<file path="src/rtl/modular_addition_pipe.sv">
// Two-stage pipelined modular adder z = (x + y) mod M with valid/ready flow control.
// Define MODADD_RANGE_CHECK_EN to flag non-canonical operands on range_err.
module modular_addition_pipe #(
  parameter int data_width = 14,
  parameter int M          = 3329
) (
  input  logic                  clk,
  input  logic                  rst,
  input  logic                  in_valid,
  output logic                  in_ready,
  input  logic [data_width-1:0] x_add,
  input  logic [data_width-1:0] y_add,
  output logic                  out_valid,
  input  logic                  out_ready,
  output logic [data_width-1:0] z_add,
  output logic                  range_err
);

  localparam int SW = data_width + 1;
  localparam logic [SW-1:0] M_W = SW'(M);

  // Handshake: a transfer happens on a rising edge where valid & ready are both high;
  // a stage advances when it is empty or the stage after it advances.
  logic s1_en, s2_en, in_xfer;
  logic s1_valid_q, s2_valid_q;
  logic [SW-1:0] s1_sum_q, s1_sum_d, s1_red;
  logic [data_width-1:0] s2_q, s2_d;

  assign s2_en    = !s2_valid_q | out_ready;
  assign s1_en    = !s1_valid_q | s2_en;
  assign in_ready = s1_en & !rst;
  assign in_xfer  = in_valid & in_ready;

  assign s1_sum_d = {1'b0, x_add} + {1'b0, y_add};
  assign s1_red   = s1_sum_q - M_W;
  assign s2_d     = (s1_sum_q >= M_W) ? s1_red[data_width-1:0] : s1_sum_q[data_width-1:0];

  always_ff @(posedge clk) begin
    if (rst) begin
      s1_valid_q <= 1'b0;
      s2_valid_q <= 1'b0;
      s1_sum_q   <= '0;
      s2_q       <= '0;
    end else begin
      if (s1_en) s1_valid_q <= in_xfer;
      if (in_xfer) s1_sum_q <= s1_sum_d;
      if (s2_en) s2_valid_q <= s1_valid_q;
      if (s2_en & s1_valid_q) s2_q <= s2_d;
    end
  end

  assign out_valid = s2_valid_q;
  assign z_add     = s2_q;

`ifdef MODADD_RANGE_CHECK_EN
  // The error bit travels alongside its sum so it lines up with z_add.
  logic err1_q, err1_d, err2_q;

  assign err1_d = ({1'b0, x_add} >= M_W) | ({1'b0, y_add} >= M_W);

  always_ff @(posedge clk) begin
    if (rst) begin
      err1_q <= 1'b0;
      err2_q <= 1'b0;
    end else begin
      if (in_xfer) err1_q <= err1_d;
      if (s2_en & s1_valid_q) err2_q <= err1_q;
    end
  end

  assign range_err = err2_q;
`else
  assign range_err = 1'b0;
`endif

endmodule
</file>
<file path="config.mk">
export PLATFORM = sky130hd
export DESIGN_NAME = modular_addition_pipe
export DESIGN_NICKNAME = d
export VERILOG_FILES = /design/src/rtl/modular_addition_pipe.sv
export SDC_FILE = /design/constraint.sdc
export NUM_CORES = 1
export LEC_CHECK = 0
export CAP_MARGIN = 20
export CELL_PAD_IN_SITES_DETAIL_PLACEMENT = 0
export CELL_PAD_IN_SITES_GLOBAL_PLACEMENT = 1
export CORE_AREA = 5 5 86 88
export CTS_CLUSTER_SIZE = 25
export DETAILED_ROUTE_END_ITERATION = 16
export DIE_AREA = 0 0 91 93
export GPL_TIMING_DRIVEN = 1
export PLACE_DENSITY = 0.71
export SETUP_SLACK_MARGIN = 0.1
export SLEW_MARGIN = 40
export SYNTH_ARGS = -nofsm -noshare
export SYNTH_HDL_FRONTEND = slang
export SYNTH_SLANG_ARGS = --single-unit
</file>
<file path="constraint.sdc">
create_clock -name clk -period 2.35 [get_ports clk]
set_input_delay 0.47 -clock clk [delete_from_list [all_inputs] [get_ports clk]]
set_output_delay 0.47 -clock clk [all_outputs]
set_load 0.02 [all_outputs]
</file>
==> impl_metrics.ini, run 1 <==
[grt]
grt_start_max_net_pins = 28
overflow = 0
grt_pass1_wl_mm = 8.500
track_usage_pct = 11.99
grt_pass1_vias = 1870
antenna_found_initial = 0

[min_path]
hold_path_class = reg -> reg

[cells_and_area]
finalNetCount = 374
multi_input_area_um2 = 1395
n_antenna_cell = 0
drive_gt1_share_pct = 14.15
seq_area_um2 = 620.6
fill_cells = 679
syn_to_final_growth_pct = 39.04

[critical_path]
rrSetupSlack_ns = 0.23
path_class = in -> reg
startpoint_type = input pin
critPathSlowestCell = clkdlybuf4s50_1
path_buf_inv = 1
critical_path_depth = 7
path_common_cell = a211o_1
reg2regPathDepth = 5
cp_top_family = compound AO/OA/AOI/OAI gates
reg2reg_to = z_add[4]
critPathMaxFanout = 4
slowest_delay_ns = 0.47
r2r_start = s1_sum_q[2]
crit_path_cell_trace = clkdlybuf4s50_1 -> ha_1 -> a21oi_2 -> o211a_1 -> nor2_1 -> a211o_1 -> a211o_1
worstPathArrival_ns = 2.31
cp.required_ns = 2.52
cp-startpoint = x_add[1]
endpoint_kind = register
endpoint = s1_sum_q[13]

[logic_synthesis]
yosys_warnings = 0
netlist_area_um2 = 2096
netlist_top_cells_area = dfxtp_1 30%, ha_1 9.6%, o21ai_0 5.7%, a21oi_1 4.8%, nor2_1 3.6%
async_flop_share_pct = 0
ys_ff_latch = 31
synth.most_common_cell = dfxtp_1
synth_edf_count = 0
ys_types = 53
ys_seq_area_share_pct = 29.61
synth_nets = 307
synth-main-ff-cell = dfxtp_1
synthTopCellsByCount = 31 x dfxtp_1, 24 x o21ai_0, 20 x a21oi_1, 20 x nor2_1
post-synth-top-area-cell = dfxtp_1
synthCells = 258
synth_top_area_share_pct = 29.61
syn_area_per_cell_um2 = 8.123

[routing]
wl_per_cell_um = 12.45
postRouteAntennaNets = 0
drt-initial-drc-count = 46
via_per_inst = 4.963
totalWireLength_mm = 5.042
drc = 0
drt_first_pass_iters = 4
vias = 2010

[power_and_ir_drop]
ir_worst_vdd_mv = 0.3020
p_per_area_nw_per_um2 = 569.8
power_mw = 1.660
leakage_nw = 1.188

[sta]
clock-skew-final_ns = 0.004129
final-max-slew-violation-count = 0
fmax_mhz = 467.5
post-route-min-period_ns = 2.139
setup_viol = 0
rsz0062_at_grt = false
period_share_pct = 91.02
worst_hold_slack_ns = 0.5002
hold_viol_final = 0

[clocking]
htreeDepth = 2
cts_sinks = 31
cts_hold_buf = 0
cts.reportedPaths.clkPinSlew_ns = 0.06
cts_buffer_depth = 2
cts_buffers = 5
root_buffer = clkbuf_8
cts_tree = yes
clock_latency_ns = 0.28

[floorplan]
rows = 30
io_pins = 49
dieArea_um2 = 8463
core-area_um2 = 6569
die_w_um = 91
initial_core_util_pct = 31.90
die_h_um = 93

[run]
maxCapViolations = 0

[place]
dpl.hpwl_mm = 4.089
routabilityCongestion = 0.8024
port_buffers = 47

[outcome]
status = finished, final reports clean
worst min-delay path by stage:
stage               slack [ns]         to  depth (start not counted)        start
floorplan                 0.48   z_add[1]                          2  s1_sum_q[1]
global placement          0.49  z_add[10]                          2    z_add[10]
detailed placement        0.50  z_add[10]                          2    z_add[10]
CTS                       0.50  z_add[10]                          2    z_add[10]
global route              0.52  z_add[10]                          2    z_add[10]
finish                    0.50   z_add[9]                          2     z_add[9]
registers in the layout, indices dropped and copies added, names as in the netlist:
register / cells
z_add: 14
s1_valid_q: 1
s1_sum_q: 15
out_valid: 1
cell type report:
type / instances / share of cell area, %
Clock inverter: 1 / 0.1717
Timing Repair Buffer: 74 / 23.23
Inverter: 9 / 1.159
Clock buffer: 6 / 2.834
Tap cell: 80 / 3.435
Multi-Input combinational cell: 204 / 47.87
Sequential cell: 31 / 21.30
cells in the final DEF, fill, tap and decap left out, drive strengths merged, types with 2 or more instances in the layout:
| cell type | count |
|---|---|
| nand2b | 2 |
| a211oi | 3 |
| nand3 | 14 |
| dfxtp | 31 |
| nand2 | 16 |
| dlymetal6s2s | 2 |
| a31oi | 5 |
| xnor2 | 7 |
| clkdlybuf4s50 | 44 |
| nor3 | 3 |
| a211o | 2 |
| nand4 | 4 |
| o21ai | 30 |
| or3 | 9 |
| and3 | 3 |
| inv | 9 |
| o211a | 2 |
| o31a | 2 |
| nor2 | 20 |
| clkbuf | 6 |
| xor2 | 6 |
| mux2i | 2 |
| a21oi | 20 |
| ha | 16 |
| buf | 27 |
| a21o | 4 |
| a2111oi | 2 |
| o31ai | 3 |
| nor2b | 3 |
| a311oi | 4 |
| or4 | 5 |
what timing repair did:
item / CTS / global route
cloned: 0 / 0
pin swaps: 1 / 7
gates resized for setup: 2 / 9
setup endpoints to repair: 3 / 6
setup buffers: 0 / 3
cells by family after synthesis:
family	share of synthesized area, %
AOI/OAI and AO/OA	27.52
xor gates and xnor gates	5.433
adders and majority gates	10.51
buffers and inverters	5.373
DFF	29.61
muxes	0.9553
other	0.1789
and+or+nand+nor	20.42
power breakdown:
part	switching, mW	internal [mW]
registers	0.0440	0.581
logic	0.302	0.317
clock network	0.187	0.229
total	0.533	1.13
metrics by stage:
step                instances  worst slack [ns]  utilization, %  setup TNS (ns)  instance area (um2)
floorplan                 258            0.1170               -               0                 2096
finish                    405            0.2109           44.36               0                 2914
detailed placement        395           -0.2183           42.13         -0.8298                 2768
global route              405            0.1090           44.36               0                 2914
global placement          395           -0.1539           42.13         -0.5579                 2768
CTS                       402            0.1042           43.47               0                 2855
worst reg2reg max path: stages, from the launching register on:
cell,delay [ns]
dfxtp_1,0.31
or4_4,0.56
o31a_1,0.33
a21boi_4,0.21
or4b_1,0.48
a31oi_1,0.17
per-layer routing:
layer  wire length [um]  GRT usage, %
met1               2389         14.84
met2               2359         20.43
met3                208         2.333
met4                 85         4.768
met5                  0             0
No activity file was read; power rests on OpenSTA's default activity.
==> inputs of run 2 (changes only) <==
CORE_AREA = 5 5 82 84   (was 5 5 86 88)
DIE_AREA = 0 0 87 89   (was 0 0 91 93)
PLACE_DENSITY = 0.75   (was 0.71)
clock period = 2.4 ns   (was 2.35 ns; I/O delays follow)
==> impl_metrics.ini, run 2 (synthesized netlist as in run 1, its figures left out) <==
[grt]
track_usage_pct = 13.43
grt_start_max_net_pins = 28
grt_pass1_vias = 1877
overflow = 0
antenna_found_initial = 0
grt_pass1_wl_mm = 8.459

[sta]
rsz0062_at_grt = true
setup_viol = 0
clock-skew-final_ns = 0.005593
setup_slack_ns = 0.1833
hold_viol_final = 0
fmax_mhz = 451.1
final-max-slew-violation-count = 0
post-route-min-period_ns = 2.217
period_share_pct = 92.36

[routing]
vias = 2022
postRouteAntennaNets = 0
drc = 0
drt-initial-drc-count = 69
via_per_inst = 5.158
wl_per_cell_um = 12.77
totalWireLength_mm = 5.007
drt_first_pass_iters = 4

[power_and_ir_drop]
leakage_nw = 1.127
p_int_mw = 1.060
p_per_area_nw_per_um2 = 564.5
ir_worst_vdd_mv = 0.2938
pwr-share-comb_pct = 36.1
power_frac_seq_pct = 38.9
clock_power_share_pct = 24.9
netSwitchingPower_mw = 0.5328
power_mw = 1.593
swShare_pct = 33.45

[critical_path]
endpoint = s1_sum_q[14]
slowest_delay_ns = 0.47
path_class = in -> reg
endpoint_kind = register
crit_path_cell_trace = clkdlybuf4s50_1 -> ha_2 -> fa_1 -> a21o_1 -> nand4_1 -> a32o_2 -> or3_1 -> a31oi_1
r2r_start = s1_sum_q[4]
rrSetupSlack_ns = 0.22
worstPathArrival_ns = 2.42
reg2regPathDepth = 5
cp.required_ns = 2.61
cp-startpoint = x_add[0]
reg2reg_to = z_add[8]
critPathMaxFanout = 3
startpoint_type = input pin
critPathSlowestCell = clkdlybuf4s50_1

[floorplan]
die_h_um = 89
rows = 28
io_pins = 49
dieArea_um2 = 7743
initial_core_util_pct = 35.82
core-area_um2 = 5851
die_w_um = 87

[cells_and_area]
final_common_cell = clkdlybuf4s50_1
largest_reg_flops = 15
syn_to_final_growth_pct = 34.63
drive_gt1_share_pct = 11.36
n_antenna_cell = 0
finalNetCount = 365
largest-register = s1_sum_q
final_cell_mix = 46 x clkdlybuf4s50_1, 31 x dfxtp_1, 24 x o21ai_0, 20 x a21oi_1, 20 x nor2_1

[place]
routabilityCongestion = 0.7967
place_ws_ns = -0.1549
port_buffers = 47
dpl.hpwl_mm = 4.092

[clocking]
clock_latency_ns = 0.28
cts_buffers = 5
root_buffer = clkbuf_8
cts_sinks = 31
cts_buffer_depth = 2
cts.reportedPaths.clkPinSlew_ns = 0.07
cts_tree = yes
cts_resized = 0
post_cts_buffers = 0
cts_hold_buf = 0
htreeDepth = 2

[min_path]
hold_path_class = reg -> reg

[outcome]
status = finished, final reports clean

[run]
maxCapViolations = 0
[run 2: final cells by class]
class | count | area [um2]
Clock inverter | 3 | 20.02
Timing Repair Buffer | 65 | 608.1
Tap cell | 75 | 93.84
Multi-Input combinational cell | 204 | 1376
Inverter | 9 | 33.78
Clock buffer | 5 | 68.82
Fill cell | 595 | 3029
Sequential cell | 31 | 620.6
[run 2: critical path, delay by kind of cell]
family,cells,cell delay (ns)
compound gates,3,0.60
simple gates,2,0.49
buf+inv,1,0.47
fa+ha+maj,2,0.39
[run 2: how the worst min path moves through the flow]
stage,from,to,depth (start not counted)
6_report,z_add[0],z_add[0],2
5_1_grt,z_add[10],z_add[10],2
4_1_cts,z_add[0],z_add[0],2
3_5_place_dp,z_add[0],z_add[0],2
3_3_place_gp,z_add[0],z_add[0],2
2_1_floorplan,s1_sum_q[1],z_add[1],2
[run 2: layer usage]
layer  global-route usage (%)  wire, um  vias up
met4                    3.399        25        0
met2                    23.19      2366       38
met3                    2.857       223        2
met1                    17.03      2393      908
li1                         -         -     1074
met5                        0         0        -
[run 2: per-stage QoR]
| step | std cells | cell area (um2) | TNS (ns) | hold WS, ns | util, % |
|---|---|---|---|---|---|
| after floorplan | 258 | 2096 | 0 | 0.4804 | - |
| after global placement | 384 | 2716 | -0.3578 | 0.4847 | 46.43 |
| after detailed placement | 384 | 2716 | -0.5624 | 0.4851 | 46.43 |
| after CTS | 392 | 2805 | 0 | 0.4945 | 47.95 |
| after global routing | 392 | 2821 | 0 | 0.5198 | 48.23 |
| final | 392 | 2821 | 0 | 0.4889 | 48.23 |
[run 2: power by group through the flow]
stage / sequential [mW] / combinational [mW] / clock (mW)
4_1_cts: 0.619 / 0.577 / 0.417
5_1_grt: 0.629 / 0.643 / 0.440
2_1_floorplan: 0.646 / 0.361 / 0
6_report: 0.620 / 0.576 / 0.397
3_3_place_gp: 0.629 / 0.572 / 0
3_5_place_dp: 0.631 / 0.576 / 0
==> inputs of run 3 (changes only) <==
CELL_PAD_IN_SITES_DETAIL_PLACEMENT = default   (was 0)
CELL_PAD_IN_SITES_GLOBAL_PLACEMENT = default   (was 1)
CORE_AREA = 5 5 71 73   (was 5 5 82 84)
DIE_AREA = 0 0 76 78   (was 0 0 87 89)
PLACE_DENSITY = 0.74   (was 0.75)
==> impl_metrics.ini, run 3 (synthesized netlist as in run 1, its figures left out) <==
[routing]
postRouteAntennaNets = 0
wl_per_cell_um = 12.79
totalWireLength_mm = 4.746
drc = 0
vias = 2035
drt-initial-drc-count = 97
drt_first_pass_iters = 6
via_per_inst = 5.485

[critical_path]
endpoint_kind = register
cp.required_ns = 2.58
reg2regPathDepth = 6
worstPathArrival_ns = 2.37
rrSetupSlack_ns = 0.24
reg2reg_to = z_add[12]
critPathMaxFanout = 3
cp-startpoint = x_add[1]
r2r_start = s1_sum_q[4]
path_class = in -> reg
startpoint_type = input pin
endpoint = s1_sum_q[13]

[grt]
grt_pass1_wl_mm = 7.969
grt_pass1_vias = 1819
grt_start_max_net_pins = 26
antenna_found_initial = 0
overflow = 0
track_usage_pct = 15.81

[cells_and_area]
final_common_cell = clkdlybuf4s50_1
final_cell_mix = 45 x clkdlybuf4s50_1, 31 x dfxtp_1, 24 x o21ai_0
final_cell_area_um2 = 2804
layout.cells.non_filler = 371
n_antenna_cell = 0
finalNetCount = 367
largest_reg_flops = 15
finish.utilization_pct = 65.30
drive_gt1_share_pct = 11.91
syn_to_final_growth_pct = 33.79
largest-register = s1_sum_q

[floorplan]
die_w_um = 76
io_pins = 49
initial_core_util_pct = 48.81
core-area_um2 = 4294
die_h_um = 78
dieArea_um2 = 5928
rows = 24

[place]
dpl.hpwl_mm = 3.715
dp.cells = 360
dpl-instance-area_um2 = 2680
place_ws_ns = -0.1717
routabilityCongestion = 0.7829
port_buffers = 47

[power_and_ir_drop]
leakage_nw = 1.150
power_mw = 1.582
ir_worst_vdd_mv = 0.2024
p_per_area_nw_per_um2 = 564.1

[sta]
final-max-slew-violation-count = 0
worst_hold_slack_ns = 0.4874
hold_viol_final = 0
fin_setup_tns_ns = 0
post-route-min-period_ns = 2.190
setup_viol = 0
rsz0062_at_grt = true
setup_slack_ns = 0.2099
fmax_mhz = 456.6
period_share_pct = 91.25
clock-skew-final_ns = 0.007364

[clocking]
clock_latency_ns = 0.28
cts_tree = yes
cts_buffers = 5
cts_buffer_depth = 2
cts.reportedPaths.clkPinSlew_ns = 0.07
root_buffer = clkbuf_8
htreeDepth = 2
cts_sinks = 31

[min_path]
hold_path_class = reg -> reg

[run]
maxCapViolations = 0

[outcome]
status = finished, final reports clean
-- run 3: timing repair --
item | 4_1_cts | 5_1_grt
endpoints found under the setup margin | 0 | 8
hold buffers | 0 | 0
resized for setup | 0 | 7
setup buffers | 0 | 3
-- run 3: area by class of cell --
type	count	area [um2]
sequential	31	620.6
tap	52	65.06
fill	388	1490
inverter	9	33.78
clock buffer	5	68.82
timing repair buffer	67	625.6
clock inverter	3	15.01
multi-input combinational	204	1375
-- run 3: where the power goes --
| part | internal [mW] | total (mW) | switching [mW] |
|---|---|---|---|
| combinational | 0.293 | 0.576 | 0.283 |
| sequential | 0.569 | 0.619 | 0.0509 |
| clock | 0.198 | 0.386 | 0.188 |
| total | 1.06 | 1.58 | 0.522 |
-- run 3: metal layers --
metal | vias to the layer above | share of wire [%] | wire length, um | GRT usage [%]
met5 | - | 0 | 0 | 0
met4 | 0 | 0.72 | 34 | 4.448
met3 | 4 | 5.2 | 247 | 3.819
met2 | 43 | 48 | 2276 | 26.71
met1 | 909 | 46 | 2188 | 19.96
li1 | 1079 | - | - | -
-- run 3: how the worst min path moves through the flow --
| stage | start | to | slack (ns) | cells after the start |
|---|---|---|---|---|
| 2_1_floorplan | s1_sum_q[1] | z_add[1] | 0.48 | 2 |
| 3_3_place_gp | z_add[0] | z_add[0] | 0.48 | 2 |
| 3_5_place_dp | z_add[0] | z_add[0] | 0.49 | 2 |
| 4_1_cts | z_add[0] | z_add[0] | 0.49 | 2 |
| 5_1_grt | z_add[10] | z_add[10] | 0.52 | 2 |
| 6_report | z_add[0] | z_add[0] | 0.49 | 2 |
-- run 3: critical path, stage by stage --
cell and delay [ns]:
clkdlybuf4s50_1 0.47, ha_1 0.32, a21oi_1 0.22, o211a_1 0.23, nor2_1 0.09, a211o_1 0.31, a211o_1 0.25
